==> config.mk <==
export PLATFORM = sky130hd
export DESIGN_NAME = tiro_multi
export DESIGN_NICKNAME = d
export VERILOG_FILES = /design/src/rtl/tiro_multi_pkg.sv /design/src/rtl/tiro_multi_move.sv /design/src/rtl/tiro_multi.sv
export SDC_FILE = /design/constraint.sdc
export NUM_CORES = 1
export LEC_CHECK = 0
export CAP_MARGIN = 20
export CORE_MARGIN = 5
export CORE_UTILIZATION = 30
export CTS_BUF_LIST = sky130_fd_sc_hd__clkbuf_4 sky130_fd_sc_hd__clkbuf_8
export DETAILED_ROUTE_END_ITERATION = 16
export SYNTH_ARGS = -nofsm -noshare
export SYNTH_HDL_FRONTEND = slang
export SYNTH_SLANG_ARGS = --single-unit
==> constraint.sdc <==
create_clock -name clock -period 6.2 [get_ports clock]
set_input_delay 1.55 -clock clock [delete_from_list [all_inputs] [get_ports clock]]
set_output_delay 1.55 -clock clock [all_outputs]
set_load 0.02 [all_outputs]
==> src/rtl/tiro_multi_pkg.sv <==
// tiro_multi_pkg
//   Shared types for the tiro_multi shot manager.
//   - DIR_* : shot direction encoding as driven on nave_dir
//   - state_t : sequencing FSM states
//   - slot_t : one shot slot {x, y, dir, valid}. Coordinate width is
//     SLOT_COOR_W; the top-level COOR_W parameter must match it.
package tiro_multi_pkg;

    localparam int SLOT_COOR_W = 4;

    localparam logic [1:0] DIR_UP    = 2'b00;  // y - 1
    localparam logic [1:0] DIR_RIGHT = 2'b01;  // x + 1
    localparam logic [1:0] DIR_DOWN  = 2'b10;  // y + 1
    localparam logic [1:0] DIR_LEFT  = 2'b11;  // x - 1

    typedef enum logic [1:0] {
        ST_IDLE = 2'd0,
        ST_MOVE = 2'd1,
        ST_DONE = 2'd2
    } state_t;

    typedef struct packed {
        logic [SLOT_COOR_W-1:0] x;
        logic [SLOT_COOR_W-1:0] y;
        logic [1:0]             dir;
        logic                   valid;
    } slot_t;

endpackage

==> src/rtl/tiro_multi_move.sv <==
// tiro_move
//   Combinational one-cell step of a single shot.
//   Ports:
//     x, y          in   current position
//     dir           in   direction (DIR_* encoding)
//     x_max, y_max  in   largest legal coordinate on each axis
//     next_x/next_y out  stepped position (low COOR_W bits)
//     out_of_field  out  step left the field (below 0 or above the limit)
module tiro_move
    import tiro_multi_pkg::*;
#(
    parameter int COOR_W = 4
) (
    input  logic [COOR_W-1:0] x,
    input  logic [COOR_W-1:0] y,
    input  logic [1:0]        dir,
    input  logic [COOR_W-1:0] x_max,
    input  logic [COOR_W-1:0] y_max,
    output logic [COOR_W-1:0] next_x,
    output logic [COOR_W-1:0] next_y,
    output logic              out_of_field
);

    localparam logic [COOR_W:0] ONE = (COOR_W+1)'(1);

    logic [COOR_W:0] wide_x;
    logic [COOR_W:0] wide_y;

    // One extra bit: stepping below 0 sets the MSB, so a single unsigned
    // compare against the limit catches both underflow and overflow.
    always_comb begin
        wide_x = {1'b0, x};
        wide_y = {1'b0, y};
        case (dir)
            DIR_UP:    wide_y = {1'b0, y} - ONE;
            DIR_RIGHT: wide_x = {1'b0, x} + ONE;
            DIR_DOWN:  wide_y = {1'b0, y} + ONE;
            default:   wide_x = {1'b0, x} - ONE;
        endcase
        next_x       = wide_x[COOR_W-1:0];
        next_y       = wide_y[COOR_W-1:0];
        out_of_field = (wide_x > {1'b0, x_max}) || (wide_y > {1'b0, y_max});
    end

endmodule

==> src/rtl/tiro_multi.sv <==
// tiro_multi
//   Shot manager: owns N_TIROS shot slots, spawns shots from the ship,
//   advances every live shot one cell per tick and retires shots that leave
//   the field or hit the asteroid.
//   Optional feature macro: TIRO_COOLDOWN_EN (fire cooldown of COOLDOWN ticks).
//   Ports:
//     clock, reset_n              clock, synchronous active-low reset
//     tick                        start a movement sweep (pulse)
//     fire, nave_x/y, nave_dir    spawn request with ship position/direction
//     aste_valid, aste_x/y        asteroid under test (stable during a sweep)
//     rd_addr -> rd_valid/x/y     combinational slot read for the display
//     fire_ack / fire_drop        spawn accepted / refused (pulses)
//     hit, hit_idx                shot reached the asteroid, slot index
//     busy, done                  sweep in progress / sweep finished (pulse)
//     live_count                  number of valid slots
//   COOR_W must equal tiro_multi_pkg::SLOT_COOR_W (slot struct width).
//
//   state   | meaning
//   --------+----------------------------------------------------------
//   ST_IDLE | waiting; services fire or pending fire, tick starts a sweep
//   ST_MOVE | advances slot idx, one slot per cycle
//   ST_DONE | sweep finished; done pulse, cooldown decrement
module tiro_multi
    import tiro_multi_pkg::*;
#(
    parameter int N_TIROS  = 16,
    parameter int COOR_W   = SLOT_COOR_W,
    parameter int X_MAX    = 14,
    parameter int Y_MAX    = 14,
    parameter int COOLDOWN = 3
) (
    input  logic                         clock,
    input  logic                         reset_n,
    input  logic                         tick,
    input  logic                         fire,
    input  logic [COOR_W-1:0]            nave_x,
    input  logic [COOR_W-1:0]            nave_y,
    input  logic [1:0]                   nave_dir,
    input  logic                         aste_valid,
    input  logic [COOR_W-1:0]            aste_x,
    input  logic [COOR_W-1:0]            aste_y,
    input  logic [$clog2(N_TIROS)-1:0]   rd_addr,
    output logic                         rd_valid,
    output logic [COOR_W-1:0]            rd_x,
    output logic [COOR_W-1:0]            rd_y,
    output logic                         fire_ack,
    output logic                         fire_drop,
    output logic                         hit,
    output logic [$clog2(N_TIROS)-1:0]   hit_idx,
    output logic                         busy,
    output logic                         done,
    output logic [$clog2(N_TIROS+1)-1:0] live_count
);

    localparam int IDX_W = $clog2(N_TIROS);
    localparam int CNT_W = $clog2(N_TIROS+1);
    localparam logic [COOR_W-1:0] X_LIM    = COOR_W'(X_MAX);
    localparam logic [COOR_W-1:0] Y_LIM    = COOR_W'(Y_MAX);
    localparam logic [IDX_W-1:0]  IDX_LAST = IDX_W'(N_TIROS-1);

    state_t state;
    state_t state_nxt;

    slot_t              slots [N_TIROS];
    logic [IDX_W-1:0]   idx;

    logic               pend;
    logic [COOR_W-1:0]  pend_x;
    logic [COOR_W-1:0]  pend_y;
    logic [1:0]         pend_dir;

    logic               free_any;
    logic [IDX_W-1:0]   free_idx;

    logic               idle_serv;
    logic               queue_fire;
    logic               spawn;
    logic               cd_block;
    logic [COOR_W-1:0]  req_x;
    logic [COOR_W-1:0]  req_y;
    logic [1:0]         req_dir;

    logic [COOR_W-1:0]  mv_next_x;
    logic [COOR_W-1:0]  mv_next_y;
    logic               mv_oof;
    logic               mv_hit;

    tiro_move #(.COOR_W(COOR_W)) u_move (
        .x            (slots[idx].x),
        .y            (slots[idx].y),
        .dir          (slots[idx].dir),
        .x_max        (X_LIM),
        .y_max        (Y_LIM),
        .next_x       (mv_next_x),
        .next_y       (mv_next_y),
        .out_of_field (mv_oof)
    );

    assign mv_hit = aste_valid && (mv_next_x == aste_x) && (mv_next_y == aste_y);

    // Lowest-index free slot: scan downwards so the last hit wins.
    always_comb begin
        free_any = 1'b0;
        free_idx = '0;
        for (int i = N_TIROS-1; i >= 0; i--) begin
            if (!slots[i].valid) begin
                free_any = 1'b1;
                free_idx = IDX_W'(i);
            end
        end
    end

    // A spawn attempt happens only in IDLE without a tick; a pending request
    // takes priority over a fresh fire, which is then refused.
    assign idle_serv  = (state == ST_IDLE) && !tick && (pend || fire);
    assign queue_fire = fire && ((state != ST_IDLE) || tick);
    assign spawn      = idle_serv && free_any && !cd_block;
    assign req_x      = pend ? pend_x   : nave_x;
    assign req_y      = pend ? pend_y   : nave_y;
    assign req_dir    = pend ? pend_dir : nave_dir;

`ifdef TIRO_COOLDOWN_EN
    localparam int CD_W = (COOLDOWN < 2) ? 1 : $clog2(COOLDOWN+1);

    logic [CD_W-1:0] cooldown;

    assign cd_block = (cooldown != '0);

    always_ff @(posedge clock) begin
        if (!reset_n) begin
            cooldown <= '0;
        end else if (spawn) begin
            cooldown <= CD_W'(COOLDOWN);
        end else if ((state == ST_DONE) && (cooldown != '0)) begin
            cooldown <= cooldown - CD_W'(1);
        end
    end
`else
    assign cd_block = 1'b0;
`endif

    always_ff @(posedge clock) begin
        if (!reset_n) begin
            state <= ST_IDLE;
        end else begin
            state <= state_nxt;
        end
    end

    always_comb begin
        state_nxt = state;
        busy      = 1'b0;
        done      = 1'b0;
        case (state)
            ST_IDLE: begin
                if (tick) begin
                    state_nxt = ST_MOVE;
                end
            end
            ST_MOVE: begin
                busy = 1'b1;
                if (idx == IDX_LAST) begin
                    state_nxt = ST_DONE;
                end
            end
            ST_DONE: begin
                busy      = 1'b1;
                done      = 1'b1;
                state_nxt = ST_IDLE;
            end
            default: begin
                state_nxt = ST_IDLE;
            end
        endcase
    end

    always_ff @(posedge clock) begin
        if (!reset_n) begin
            for (int i = 0; i < N_TIROS; i++) begin
                slots[i] <= '0;
            end
            idx        <= '0;
            pend       <= 1'b0;
            pend_x     <= '0;
            pend_y     <= '0;
            pend_dir   <= '0;
            fire_ack   <= 1'b0;
            fire_drop  <= 1'b0;
            hit        <= 1'b0;
            hit_idx    <= '0;
            live_count <= '0;
        end else begin
            fire_ack  <= spawn;
            fire_drop <= (fire && pend) || (idle_serv && !spawn);
            hit       <= 1'b0;

            if (idle_serv) begin
                pend <= 1'b0;
            end else if (queue_fire && !pend) begin
                pend     <= 1'b1;
                pend_x   <= nave_x;
                pend_y   <= nave_y;
                pend_dir <= nave_dir;
            end

            if (spawn) begin
                slots[free_idx].x     <= req_x;
                slots[free_idx].y     <= req_y;
                slots[free_idx].dir   <= req_dir;
                slots[free_idx].valid <= 1'b1;
                live_count            <= live_count + CNT_W'(1);
            end

            if (state == ST_MOVE) begin
                idx <= idx + IDX_W'(1);
                if (slots[idx].valid) begin
                    if (mv_oof) begin
                        slots[idx].valid <= 1'b0;
                        live_count       <= live_count - CNT_W'(1);
                    end else if (mv_hit) begin
                        slots[idx].valid <= 1'b0;
                        live_count       <= live_count - CNT_W'(1);
                        hit              <= 1'b1;
                        hit_idx          <= idx;
                    end else begin
                        slots[idx].x <= mv_next_x;
                        slots[idx].y <= mv_next_y;
                    end
                end
            end else begin
                idx <= '0;
            end
        end
    end

    assign rd_valid = slots[rd_addr].valid;
    assign rd_x     = slots[rd_addr].x;
    assign rd_y     = slots[rd_addr].y;

endmodule

==> reports/results.ini, run 1 <==
[routing]
postRouteAntennaNets=0
routedWlPerCell_um=20.09
drtIter0Drc=661
vias=8207
viasPerCell=5.191
drt_wl_total_um=31760
drt-pass1-iter-count=5
drc=0

[global_routing]
gr-total-overflow=0
grt_pass1_vias=8247
antenna_found_initial=0
grt_max_degree=52
grt_use_total_pct=14.29
grt_first_pass_wirelength_um=49510

[timing]
setup_slack_ps=735.8
max_freq_mhz=183.0
slew_viol_final=0
tns_ps=0
worstMarginPinSlew_ps=1062
finClkSkew_ps=39.66
fin_crit_sh_pct=88.13
slew_headroom_pct=28.87
rsz0062_at_grt=false
finalSetupViolations=0
finalHoldViolCount=0
fin_crit_ps=5464

[placement]
place.gp.congestion=0.8749
place_hpwl_um=23260
placed_cells=1518
io_buffers=49
pre_cts_slack_ps=788.1
placed_area_um2=12910

[finish]
n_antenna_cell=0
fill_cells=3842
mostFrequentLayoutCells=edfxtp_1, nor2_1, mux4_2
post-route-util_pct=34.51
seqCellArea_um2=5868
final_common_cell=edfxtp_1
area_growth_pct=14.50
nets=1071
multi_input_area_um2=5500
final_cells=1581
drive_gt1_share_pct=22.63
final_cell_area_um2=13650

[die]
die_w_um=209.3
top_level_ports=50
dieArea_um2=43820
core_area_um2=39550
rows=73
initial_core_util_pct=30.14
die_h_um=209.3

[logic_synthesis]
synth_mux_area_share_pct=20.58
synth_cell_types=74
synthAdderAreaFrac_pct=1.449
avgSynthCellArea_um2=12.09
syn-cell-area_um2=11920
syn_inst=986
synth_seq_area_share_pct=49.21
yosys_warnings=0
synth-simple-area-share_pct=15.09
synth-compound-area-share_pct=7.894
synthFlopType=edfxtp_1
syn_nets=1026
ys_seq_elements=205
synth_xor_area_share_pct=1.102
synth-edff-count=176
ys_async_sr_fraction_pct=0
synth_top_family_by_area=multiplexers

[worst_setup_path]
critical_path_required_ps=6470
worst_setup_path_end_kind=flop
arrival_ps=5730
critPathTopFamily=simple AND/OR/NAND/NOR gates
path_cells=buf_4, buf_4, mux4_2, a22oi_1, nand2_1, ha_1, nand2b_1, o311ai_0, nor3_1, or4_4, and3_1, a21oi_4, nor2_1
cp_slowest_cell=dfxtp_2
path_max_fanout=20
critPathMaxStageDelay_ps=700
start_kind=flop
crit_path_frequent_cell=buf_4
setup.worst_path.class=flop to flop
path_buf_inv=2

[cts]
cts_tree=built
numCtsBuffers=36
hold_buffers=0
cts_resized=0
cts.sinks=205
cts-root-buf=clkbuf_8
postCtsSetupBuffers=0
worstSkewPairLatency_ps=550
htree_levels=2
clockBufferDepth=3
clk_pin_slew_worst_paths_ps=60

[status]
outcome=finished clean

[power]
powerDensity_nw_per_um2=264.5
p_leak_uw=0.004634
vdd_drop_max_uv=111.6

[min_path]
hp-class=flop to flop

[run]
maxCapViolCount=0

## sequential cells by signal, indices dropped and copies added (netlist names)
name	flops
slots	176
hit	1
fire_ack	1
state	2
live_count	5
idx	4
fire_drop	1
pend_x	4
pend_dir	2
pend_y	4
pend	1
hit_idx	4
## worst paths after layout
kind,start,to,slack (ps),depth (start not counted)
setup / recovery,idx[1],slots[14][6],740,13
hold reg to reg,live_count[4],live_count[4],480,2
setup reg to reg,idx[1],slots[14][6],740,13
hold / removal,live_count[4],live_count[4],480,2
## logic make-up (layout without fill, tap and decap cells)
logic type | Yosys count | after routing
compound gates | 133 | 133
xor+xnor | 15 | 15
fa+ha+maj | 14 | 14
simple gates | 376 | 376
buf+inv | 106 | 176
flops | 205 | 205
mux | 137 | 137
## power by group
part	switching [uW]	total, uW	internal [uW]
registers	46.7	1600	1560
clock network	571	1310	736
logic	402	698	295
## layer usage
| metal | GRT usage, % | up-vias | wire (um) |
|---|---|---|---|
| li1 | - | 3776 | - |
| met1 | 19.35 | 4095 | 13710 |
| met2 | 23.74 | 285 | 15480 |
| met3 | 2.616 | 51 | 1854 |
| met4 | 3.870 | 0 | 719 |
| met5 | 0 | - | 0 |
## metrics by stage
stage	total power, uW	hold WS [ps]
floorplan	2124	460.1
global placement	2320	469.4
detailed placement	2329	477.1
CTS	3644	485.2
global route	3773	527.6
finish	3609	481.2
## worst register-to-register path: stages (launching register included)
cell	delay (ps)
dfxtp_2	700
buf_4	360
buf_4	270
mux4_2	350
a22oi_1	240
nand2_1	260
ha_1	440
nand2b_1	180
o311ai_0	590
nor3_1	120
or4_4	610
and3_1	380
a21oi_4	600
nor2_1	110
## final cells by class
class / instances / share of cell area [%]
inverter: 25 / 0.6876
multi-input combinational: 675 / 40.30
tap: 525 / 4.813
clock inverter: 17 / 1.155
clock buffer: 46 / 4.227
sequential: 205 / 43.00
timing repair buffer: 88 / 5.813
## synthesized netlist by cell type (5+ instances only)
cell type,count,area [um^2]
a21oi_1,27,135.1
a21oi_4,7,113.9
a22oi_1,9,67.56
a31oi_1,5,31.28
buf_2,22,110.1
buf_4,5,37.54
buf_6,10,112.6
clkbuf_1,37,138.9
dfxtp_1,29,580.6
edfxtp_1,176,5285
ha_1,13,162.7
inv_1,23,86.33
mux2_2,5,56.30
mux2i_1,46,460.4
mux4_1,5,131.4
mux4_2,79,1779
nand2_1,63,236.5
nand2b_1,8,50.05
nand3_1,7,35.03
nand4_1,9,56.30
nor2_1,170,638.1
nor2_2,32,200.2
nor2b_1,7,43.79
nor3_1,31,155.2
o21ai_0,34,170.2
o21ai_1,8,40.04
or2_1,8,50.05
or3_1,11,68.82
or4_1,8,60.06
xnor2_1,13,113.9
Note: power is estimated with default switching activity, not from simulation.
==> inputs of run 2 (changes only) <==
--- a/config.mk
+++ b/config.mk
@@ -6,10 +6,11 @@
 export NUM_CORES = 1
 export LEC_CHECK = 0
 export CAP_MARGIN = 20
-export CORE_MARGIN = 5
+export CORE_MARGIN = 2
 export CORE_UTILIZATION = 30
 export CTS_BUF_LIST = sky130_fd_sc_hd__clkbuf_4 sky130_fd_sc_hd__clkbuf_8
 export DETAILED_ROUTE_END_ITERATION = 16
+export DONT_BUFFER_PORTS = 1
 export SYNTH_ARGS = -nofsm -noshare
 export SYNTH_HDL_FRONTEND = slang
 export SYNTH_SLANG_ARGS = --single-unit
==> constraint.sdc (replaced) <==
create_clock -name clock -period 4.9 [get_ports clock]
set_input_delay 1.225 -clock clock [delete_from_list [all_inputs] [get_ports clock]]
set_output_delay 1.225 -clock clock [all_outputs]
set_load 0.02 [all_outputs]
==> run 2 against run 1 <==
Compared with the run above: combinational power is 24% higher; sequential power is 27% higher; clock skew is 10 ps lower; hold slack better by 11 ps; critical path type unchanged; highest routed layer unchanged.
==> reports/results.ini, run 2 (synthesis gave the netlist of run 1 again) <==
[min_path]
hp-class=flop to flop

[die]
dieArea_um2=41340  ; -5.7%
die_h_um=203.3  ; -2.9%
core_area_um2=39460  ; -0.23%
die_w_um=203.3  ; -2.9%
rows=73  ; unchanged
initial_core_util_pct=30.21  ; +0.070 points
top_level_ports=50  ; unchanged

[timing]
slew_viol_final=0  ; unchanged
fin_crit_ps=4692  ; -771.9 ps
finalHoldViolCount=0  ; unchanged
worstMarginPinSlew_ps=1112  ; +49.69 ps
finClkSkew_ps=29.45  ; -10.22 ps
finalSetupViolations=0  ; unchanged
rsz0062_at_grt=false
fin_crit_sh_pct=95.76  ; +7.6 points
max_freq_mhz=213.1  ; +16%
slew_headroom_pct=25.54  ; -3.3 points

[cts]
hold_buffers=0  ; unchanged
cts_tree=built
htree_levels=2  ; unchanged
clk_pin_slew_worst_paths_ps=60  ; about the same
numCtsBuffers=35  ; -2.8%
clockBufferDepth=3  ; unchanged
cts.sinks=205  ; unchanged
postCtsSetupBuffers=0  ; unchanged
worstSkewPairLatency_ps=560  ; about the same
cts-root-buf=clkbuf_8

[worst_setup_path]
critical_path_required_ps=5190  ; -1280 ps
arrival_ps=4980  ; -750 ps
setup.worst_path.class=flop to flop
worst_setup_path_end_kind=flop
start_kind=flop
path_max_fanout=16  ; -20%

[global_routing]
gr-total-overflow=0  ; unchanged
grt_first_pass_wirelength_um=51170  ; +3.4%
grt_use_total_pct=16.42  ; +2.1 points
grt_pass1_vias=8292  ; +0.55%
antenna_found_initial=0  ; unchanged
grt_max_degree=62  ; +19%

[finish]
multi_input_area_um2=5544  ; +0.80%
mostFrequentLayoutCells=edfxtp_1, nor2_1, mux4_2
nets=1050  ; -2.0%
final_cells=1561  ; -1.3%
fill_cells=3906  ; +1.7%
top_regs=slots (176), live_count (5)
largest_reg_flops=176  ; unchanged
regMostFlops=slots
seqCellArea_um2=5873  ; about the same
final_cell_area_um2=13580  ; -0.52%
area_growth_pct=13.90
n_antenna_cell=0  ; unchanged
final_common_cell=edfxtp_1
drive_gt1_share_pct=27.03  ; +4.4 points

[status]
outcome=finished clean

[power]
powerDensity_nw_per_um2=333.1  ; +26%
p_leak_uw=0.004670  ; +0.78%
vdd_drop_max_uv=146.1  ; +31%

[run]
maxCapViolCount=0  ; unchanged

[placement]
place_hpwl_um=24060  ; +3.4%
placed_area_um2=12800  ; -0.90%
placed_cells=1498  ; -1.3%
io_buffers=0  ; -100%
place.gp.congestion=0.8661  ; -1.0%

[routing]
viasPerCell=5.325  ; +2.6%
vias=8312  ; +1.3%
drt_wl_total_um=33360  ; +5.0%
postRouteAntennaNets=0  ; unchanged
drtIter0Drc=785  ; +19%
drc=0  ; unchanged
routedWlPerCell_um=21.37  ; +6.4%
drt-pass1-iter-count=6  ; +1

==> run 2: changes by cell type in the layout (fill, tap and decap cells not counted), sizes merged <==
| cell | change |
|---|---|
| inv | +1 |
| bufinv | -2 |
| clkbuf | +8 |
| clkdlybuf4s50 | -46 |
| buf | +26 |
| clkinvlp | -1 |
| clkinv | -6 |
==> run 2: final timing paths <==
path / from / end / slack (ps) / cells after the start
hold reg to reg: pend_y[2] / pend_y[2] / 490 / 2
hold / removal: pend_y[2] / pend_y[2] / 490 / 2
setup / recovery: idx[1] / slots[14][6] / 210 / 18
setup reg to reg: idx[1] / slots[14][6] / 210 / 18
==> run 2: report_power, final <==
group,switching [uW],internal [uW]
clock network,714,910
registers,62.6,1970
logic,488,376
==> run 2: what timing repair did <==
item                                    CTS  global route
resized for setup                        10             5
pin swaps                                 0             0
endpoints found under the setup margin   98           225
==> run 2: layout make-up <==
type / count / area share, %
repair buffers: 68 / 4.986
multi-input cells: 675 / 40.84
inverters: 25 / 0.6912
well taps: 525 / 4.839
clock buffers: 54 / 4.830
flip-flops and latches: 205 / 43.26
clock inverters: 9 / 0.5530
==> run 2: routing by layer <==
layer	wire [um]	GRT usage (%)	vias to the layer above	share of wire [%]
li1	-	-	3740	-
met1	13520	20.88	4186	41
met2	16300	27.95	319	49
met3	2475	3.084	67	7.4
met4	1068	5.839	0	3.2
met5	0	0	-	0
==> run 2: worst max-delay path: stages, from the launching register on <==
cell      delay (ps)
dfxtp_4          490
buf_12           190
mux2_2           340
o22ai_1          270
or3_1            150
o21ai_0          190
ha_1             410
buf_4            180
nand2_1           70
a21boi_0         150
nor3_1           180
a41o_1           150
o2111a_1         190
nand4_1          110
or4_4            540
and3_2           330
a21oi_4          220
buf_12           180
nor2_1            60
==> run 2: per-stage QoR <==
stage	hold WS [ps]	setup TNS, ps	util, %	power [uW]	worst slack (ps)
final	492.5	0	34.41	4522	207.8
after global routing	544.6	0	34.41	4694	5.399
after CTS	499.6	0	34.38	4551	59.43
after detailed placement	482.1	-2407	32.43	2926	-96.76
after global placement	472.4	-8218	32.40	2914	-347.6
after floorplan	460.1	0	-	2687	243.4
